## src/rtl/bitty_program_loader.sv

```systemverilog
// Loads a length-prefixed, big-endian byte stream into bitty instruction memory, then releases the core.
// Build option LOADER_CHECKSUM_EN adds a trailing XOR checksum byte and drives load_error.
module bitty_program_loader (
   input  logic        clk,
   input  logic        reset,
   input  logic [7:0]  rx_data,
   input  logic        rx_valid,
   output logic        rx_ready,
   input  logic        start,
   output logic        mem_we,
   output logic [7:0]  mem_addr,
   output logic [15:0] mem_wdata,
   output logic        cpu_run,
   output logic        load_error
);
   localparam int unsigned ADDR_W = 8;
   localparam int unsigned BYTE_W = 8;
   localparam int unsigned CNT_W  = ADDR_W + 1;

   typedef enum logic [2:0] {
      S_LEN,
      S_HI,
      S_LO,
      S_WRITE,
      S_CHK,
      S_DONE
   } state_t;

   state_t             state;
   logic [CNT_W-1:0]   n_words;
   logic [BYTE_W-1:0]  hi_byte;
   logic               take;
   logic               last_word;

   // Handshake is combinational so a held byte is accepted in the same cycle it is offered.
   assign rx_ready  = !reset && (state == S_LEN || state == S_HI ||
                                 state == S_LO  || state == S_CHK);
   assign take      = rx_valid && rx_ready;
   assign last_word = ({1'b0, mem_addr} == (n_words - CNT_W'(1)));

`ifdef LOADER_CHECKSUM_EN
   logic [BYTE_W-1:0]  xor_acc;
`else
   assign load_error = 1'b0;
`endif

   always_ff @(posedge clk) begin
      if (reset) begin
         state     <= S_LEN;
         mem_we    <= 1'b0;
         mem_addr  <= '0;
         mem_wdata <= '0;
         cpu_run   <= 1'b0;
         n_words   <= '0;
         hi_byte   <= '0;
`ifdef LOADER_CHECKSUM_EN
         xor_acc    <= '0;
         load_error <= 1'b0;
`endif
      end else begin
         mem_we <= 1'b0;
         case (state)
            S_LEN: begin
               if (take) begin
                  // A length byte of zero encodes a full 256-word image.
                  n_words  <= (rx_data == 8'd0) ? CNT_W'(256) : {1'b0, rx_data};
                  mem_addr <= '0;
                  state    <= S_HI;
               end
            end
            S_HI: begin
               if (take) begin
                  hi_byte <= rx_data;
`ifdef LOADER_CHECKSUM_EN
                  xor_acc <= xor_acc ^ rx_data;
`endif
                  state   <= S_LO;
               end
            end
            S_LO: begin
               if (take) begin
                  mem_wdata <= {hi_byte, rx_data};
                  mem_we    <= 1'b1;
`ifdef LOADER_CHECKSUM_EN
                  xor_acc   <= xor_acc ^ rx_data;
`endif
                  state     <= S_WRITE;
               end
            end
            S_WRITE: begin
               // Exit compare fires at 255 for N=256, so the address never wraps.
               if (last_word) begin
`ifdef LOADER_CHECKSUM_EN
                  state   <= S_CHK;
`else
                  state   <= S_DONE;
                  cpu_run <= 1'b1;
`endif
               end else begin
                  mem_addr <= mem_addr + ADDR_W'(1);
                  state    <= S_HI;
               end
            end
`ifdef LOADER_CHECKSUM_EN
            S_CHK: begin
               if (take) begin
                  if (rx_data != xor_acc) begin
                     load_error <= 1'b1;
                     cpu_run    <= 1'b0;
                  end else begin
                     cpu_run    <= 1'b1;
                  end
                  state <= S_DONE;
               end
            end
`endif
            S_DONE: begin
               if (start) begin
                  state    <= S_LEN;
                  cpu_run  <= 1'b0;
                  mem_addr <= '0;
`ifdef LOADER_CHECKSUM_EN
                  xor_acc    <= '0;
                  load_error <= 1'b0;
`endif
               end
            end
            default: state <= S_LEN;
         endcase
      end
   end
endmodule

```

## config.mk

```make
export PLATFORM = sky130hd
export DESIGN_NAME = bitty_program_loader
export DESIGN_NICKNAME = d
export VERILOG_FILES = /design/src/rtl/bitty_program_loader.sv
export SDC_FILE = /design/constraint.sdc
export NUM_CORES = 1
export LEC_CHECK = 0
export ABC_AREA = 1
export CAP_MARGIN = 30
export CORE_MARGIN = 2
export CORE_UTILIZATION = 52
export CTS_CLUSTER_SIZE = 16
export DETAILED_ROUTE_END_ITERATION = 6
export PLACE_DENSITY = 0.79
export SLEW_MARGIN = 20
export SYNTH_ARGS = -nofsm -noshare
export SYNTH_HDL_FRONTEND = slang
export SYNTH_SLANG_ARGS = --single-unit
export TNS_END_PERCENT = 50
```

## constraint.sdc

```tcl
create_clock -name clk -period 2.15 [get_ports clk]
set_clock_uncertainty 0.1 [all_clocks]
set_input_delay 0.3225 -clock clk [delete_from_list [all_inputs] [get_ports clk]]
set_output_delay 0.3225 -clock clk [all_outputs]
set_load 0.005 [all_outputs]
```

==> results.sh, run 1 <==
export IMPL_run_status="complete, no violations"
export IMPL_rsz0062_at_grt="false"
export IMPL_via_count=2084
export IMPL_p_int_uw=1740
export IMPL_seq_area_sq_um=921
export IMPL_r2r_slack_ps=180
export IMPL_htreeDepth=2
export IMPL_post_route_min_period_ps=1980
export IMPL_rows=23
export IMPL_p_sw_frac=0.379
export IMPL_r2r_start="n_words[0]"
export IMPL_clock_path_buffers=2
export IMPL_die_w_microns=69.3
export IMPL_hp_class="reg -> reg"
export IMPL_root_buffer="clkbuf_8"
export IMPL_slew_viol_final=0
export IMPL_routedWlPerCell_microns=12.1
export IMPL_ys_top_cells_by_count="nor2_1, nand2_1, dfxtp_1"
export IMPL_tightestPinTransition_ps=744
export IMPL_drv_cap=0
export IMPL_switchingPower_uw=1060
export IMPL_via_per_inst=5.13
export IMPL_multi_input_area_sq_mm=0.00113
export IMPL_ys_ff_latch=46
export IMPL_ys_flop_type="dfxtp_1"
export IMPL_grt_pass1_wl_microns=8450
export IMPL_yosysWarningCount=0
export IMPL_leakagePower_uw=0.00117
export IMPL_ios=40
export IMPL_fp_dieArea_sq_mm=0.00481
export IMPL_area_growth_syn_to_layout_pct=24.1
export IMPL_wl_microns=4910
export IMPL_port_buffers=38
export IMPL_path_clk_slew_ps=80
export IMPL_worstPathRequired_ps=1730
export IMPL_seqPwrFrac=0.385
export IMPL_synthesis_nets=331
export IMPL_finalHoldViolations=0
export IMPL_core_sq_mm=0.00406
export IMPL_holdBufCountCts=0
export IMPL_synth_edf_count=0
export IMPL_antenna_cells=0
export IMPL_synthArstFlopShare=0
export IMPL_drc=0
export IMPL_nets=369
export IMPL_setup_violations=0
export IMPL_instances_no_fill=406
export IMPL_met1_usage=0.270
export IMPL_finalSetupTns_ps=0
export IMPL_drtAntennaViolNets=0
export IMPL_use_met2=0.353
export IMPL_startpoint="state[2]"
export IMPL_clock_sinks=46
export IMPL_met3_usage=0.0436
export IMPL_crit_type="reg -> out"
export IMPL_start_util=0.547
export IMPL_first_global_vias=1914
export IMPL_clkPwrFrac=0.229
export IMPL_cts_buffers=5
export IMPL_drtIter0Drc=95
export IMPL_arrival_ps=1560
export IMPL_hpwl_microns=3640
export IMPL_vdd_drop_max_v=0.000671
export IMPL_fmax_ghz=0.505
export IMPL_yosysTopAreaCellShare=0.415
export IMPL_fillCellCount=366
export IMPL_synth_area_leader_cell="dfxtp_1"
export IMPL_p_comb_frac=0.385
export IMPL_synth_distinct_cells=30
export IMPL_worstSetupEndpointType="output pin"
export IMPL_powerDensity_mw_per_mm2=1020
export IMPL_period_share=0.921
export IMPL_top_usage_layer="met2"
export IMPL_antenna_found_initial=0
export IMPL_placed_cells=398
export IMPL_synthTopCellsByArea="dfxtp_1, nor2_1, nand2_1"
export IMPL_worst_slew_margin_rel=0.503
export IMPL_gp_congestion=0.845
export IMPL_ys_seq_area_frac=0.415
export IMPL_worstSkewPairLatency_ps=300
export IMPL_overflow=0
export IMPL_min_from="cpu_run"
export IMPL_synth_area_sq_mm=0.00222
export IMPL_grt_max_degree=34
export IMPL_syn_area_per_cell_sq_um=7.00
export IMPL_synthCells=317
export IMPL_yosysMostFrequentCell="nor2_1"
export IMPL_drive_above_1_share=0.0702
export IMPL_first_pass_iters=4
export IMPL_worstPathMaxFanout=6
export IMPL_die_height_microns=69.3
export IMPL_cts_tree="yes"
export IMPL_cp_start_kind="flop"
export IMPL_grt_usage=0.211
critical path: stages, from the launching register on:
cell             delay, ps
dfxtp_1                450
inv_1                  120
o21ai_1                190
nor2_2                  70
clkdlybuf4s50_1        440
path summary, 6_finish.rpt:
| path | end | depth (start not counted) |
|---|---|---|
| max reg2reg | mem_addr[0] | 9 |
| min reg2reg | cpu_run | 2 |
| min | cpu_run | 2 |
| max | rx_ready | 4 |
per-stage QoR:
step           hold slack, ps   util  total power [uW]  setup WS, ps  instance area, sq um
2_1_floorplan             292      -              1870           458                  2220
3_3_place_gp              363  0.648              2120           216                  2630
3_5_place_dp              371  0.648              2150           164                  2630
4_1_cts                   383  0.677              2790           115                  2750
5_1_grt                   406  0.679              3000          24.0                  2750
6_report                  382  0.679              2800           169                  2750
state kept, by name, indices dropped and copies added, names as in the netlist:
name	count
hi_byte	8
mem_wdata	16
mem_addr	8
cpu_run	1
mem_we	1
state	3
n_words	9
routing by layer:
layer / share of wire / up-vias
met5: 0 / -
met1: 0.47 / 946
met3: 0.035 / 10
met2: 0.48 / 35
li1: - / 1093
met4: 0.016 / 0
power by group through the flow:
stage          combinational [uW]  clock [uW]  sequential [uW]
6_report                     1080         641             1080
5_1_grt                      1220         692             1090
4_1_cts                      1060         655             1070
3_5_place_dp                 1050           0             1090
3_3_place_gp                 1030           0             1090
2_1_floorplan                 790           0             1080
kinds of logic after synthesis:
logic type               after synthesis  synth area share
flip-flops                            46             0.415
XOR/XNOR                               9            0.0434
adder cells (fa/ha/maj)                2            0.0113
buffers and inverters                 43            0.0817
other                                  1           0.00169
AND/OR/NAND/NOR                      151             0.299
AO/OA/AOI/OAI                         65             0.148
what timing repair did:
| item | CTS | global route |
|---|---|---|
| endpoints found under the setup margin | 0 | 8 |
| gates resized for setup | 0 | 1 |
| setup buffers | 0 | 0 |
placed cells by master, fill, tap and decap left out, types with 2 or more instances in the layout:
| master | instances |
|---|---|
| xnor2_1 | 3 |
| nor3_1 | 4 |
| o21ai_0 | 33 |
| nor3b_1 | 2 |
| clkdlybuf4s50_1 | 38 |
| nor2_1 | 59 |
| nand3_1 | 20 |
| clkbuf_8 | 5 |
| nand2_2 | 4 |
| ha_1 | 2 |
| a21oi_1 | 29 |
| buf_4 | 4 |
| o21ai_1 | 2 |
| dfxtp_1 | 46 |
| nor2_2 | 3 |
| inv_1 | 32 |
| xor2_1 | 5 |
| nand2_1 | 52 |
| clkinvlp_4 | 2 |
final cells by class:
class | instances | area share
clock buffer | 5 | 0.0250
clock inverter | 3 | 0.0164
inverter | 32 | 0.0436
multi-input combinational | 228 | 0.409
sequential | 46 | 0.334
tap | 50 | 0.0227
timing repair buffer | 42 | 0.149
Power figures use the tool's default switching activity.
==> inputs of run 2 (changes only) <==
- CTS_CLUSTER_DIAMETER: default -> 120
==> results of run 2 <==
No change in the layout: final DEF, timing and power equal those of run 1.
==> RTL edit: new RTL, settings of run 2 <==
Add a define of `LOADER_CHECKSUM_EN`.
--- a/src/rtl/bitty_program_loader.sv
+++ b/src/rtl/bitty_program_loader.sv
@@ -1,4 +1,6 @@
 // Loads a length-prefixed, big-endian byte stream into bitty instruction memory, then releases the core.
 // Build option LOADER_CHECKSUM_EN adds a trailing XOR checksum byte and drives load_error.
+`define LOADER_CHECKSUM_EN
+
 module bitty_program_loader (
    input  logic        clk,
Function: changed (Yosys sat finds a counterexample within 10 cycles, from zero or initial values and one cycle with reset high).
==> RTL edit against run 2 <==
Setup slack worse by 100 ps. Core utilization is 2.2 points lower. Hold slack worse by 1.7 ps. Cell area is 21% higher. Sequential cell count is 9 higher. Routed wire length is 17% higher. Global-route usage is 1.4 points lower. Sequential share of layout area is 0.34 points lower. Area after synthesis is 23% higher. Largest cell class unchanged.
Power is not compared: it rests on default switching activity, and its combinational part moved more than twofold at a synthesized area within 25%.
==> RTL edit: results (changes against run 2) <==
status:
  status: "completed"
global_route:
  grt_util_met1_pct: 25.7  # -1.4 points
  use_met3_pct: 2.49  # -1.9 points
  grt_pass1_vias: 2207  # +15%
  grt_use_total_pct: 19.7  # -1.4 points
  grt_max_degree: 31  # -8.8%
  grt_use_met2_pct: 33.8  # -1.5 points
  grt_pass1_wl_microns: 9660  # +14%
  antenna_found_initial: 0  # unchanged
routing:
  routed-wl-met2_microns: 2840  # +21%
  routed-via-count: 2484  # +19%
  top_layer_used: "met4"
  ant_nets: 0  # unchanged
  wl_met3_microns: 246  # +43%
  wl_per_cell_microns: 11.5  # -4.8%
  met1_length_microns: 2640  # +14%
  first_pass_iters: 4  # unchanged
  drt_iter0_drc: 137  # +44%
setup_path:
  cp_max_fo: 5  # -1
  critPathArrivalTime_ps: 1660  # +100 ps
synth:
  synth_edf_count: 0  # unchanged
  ys_top_cells_by_count: "nor2_1 (82), nand2_1 (80), dfxtp_1 (55)"
  synth_fp_nets: 401  # +21%
  synth.area.top_cells: "dfxtp_1 (40%), nor2_1 (11%), nand2_1 (11%)"
  synth.distinct_cells: 32  # +6.7%
  synth_ff_type: "dfxtp_1"
  yosys_warnings: 0  # unchanged
  ys_seq_area_share_pct: 40.5  # -1.0 points
  syn_inst: 387  # +22%
  async_flop_share_pct: 0  # unchanged
place:
  pre_cts_slack_ps: 123  # -40.8 ps
  dp_hpwl_microns: 4250  # +17%
  dp.cells: 489  # +23%
  numPortBuffers: 39  # +2.6%
  dpl_cell_area_sq_um: 3160  # +20%
  gp_congestion: 0.905  # +7.2%
clock_network:
  clock_path_buffers: 2  # unchanged
  clkTransAtPathRegs_ps: 100  # +20 ps
  worstSkewPairLatency_ps: 310
  cts_max_level: 2  # unchanged
  cts_made_buffers: 5  # unchanged
  cts.root.buffer_cell: "clkbuf_8"
final_layout:
  antenna_cells: 0  # unchanged
  reg_top3: "mem_wdata (16), n_words (9)"
  fillerInstances: 455  # +24%
  drive_gt1_share_pct: 10.4  # +3.4 points
  layoutNonFillerInstCount: 501  # +23%
  final_net_count: 444  # +20%
power_and_ir_drop:
  p_leak_nw: 1.34
  ir_drop_mv: 0.349
sta:
  hold_viol_final: 0  # unchanged
  slew_headroom_pct: 71.4  # +21 points
worst_hold_path:
  hp-class: "register to register"
[RTL edit: final cells by class]
type | count | area, sq um | share of cell area (%)
repair buffers | 49 | 465 | 14.0
clock buffers | 5 | 68.8 | 2.06
clock inverters | 3 | 50.0 | 1.50
well taps | 70 | 87.6 | 2.63
flip-flops and latches | 55 | 1100 | 33.1
inverters | 32 | 133 | 3.98
multi-input cells | 287 | 1430 | 42.8
[RTL edit: critical path, cell delays in order, from the launching register on]
cell and delay [ps]:
dfxtp_1 360, or2_4 290, a21oi_4 180, clkdlybuf4s50_1 520
[RTL edit: cell families after synthesis]
| kind of cell | count (synthesis) | synth area share (%) |
|---|---|---|
| AOI/OAI and AO/OA | 63 | 12.5 |
| buffers and inverters | 45 | 7.91 |
| xor gates and xnor gates | 19 | 6.11 |
| DFF | 55 | 40.5 |
| and+or+nand+nor | 203 | 32.1 |
| adders and majority gates | 2 | 0.919 |
[RTL edit: worst paths after layout]
| check | from | end | slack (ps) | depth (start not counted) |
|---|---|---|---|---|
| setup reg to reg | n_words[0]$_SDFFE_PP0P_ | mem_addr[4]$_SDFFE_PP0P_ | 230 | 15 |
| hold reg to reg | xor_acc[3]$_SDFFE_PP0P_ | xor_acc[3]$_SDFFE_PP0P_ | 380 | 2 |
| hold / removal | xor_acc[3]$_SDFFE_PP0P_ | xor_acc[3]$_SDFFE_PP0P_ | 380 | 2 |
| setup / recovery | state[0]$_SDFFE_PP0P_ | rx_ready | 70 | 3 |
[RTL edit: where the power goes]
group	internal (W)	switching (W)	leakage, nW	total (W)
logic	0.000131	0.000193	0.831	0.000324
registers	0.00105	0.0000261	0.446	0.00107
clock network	0.000360	0.000356	0.0607	0.000715
[RTL edit: timing repair]
action	CTS	global route
setup buffers	0	4
setup endpoints to repair	0	8
gates resized for setup	0	6
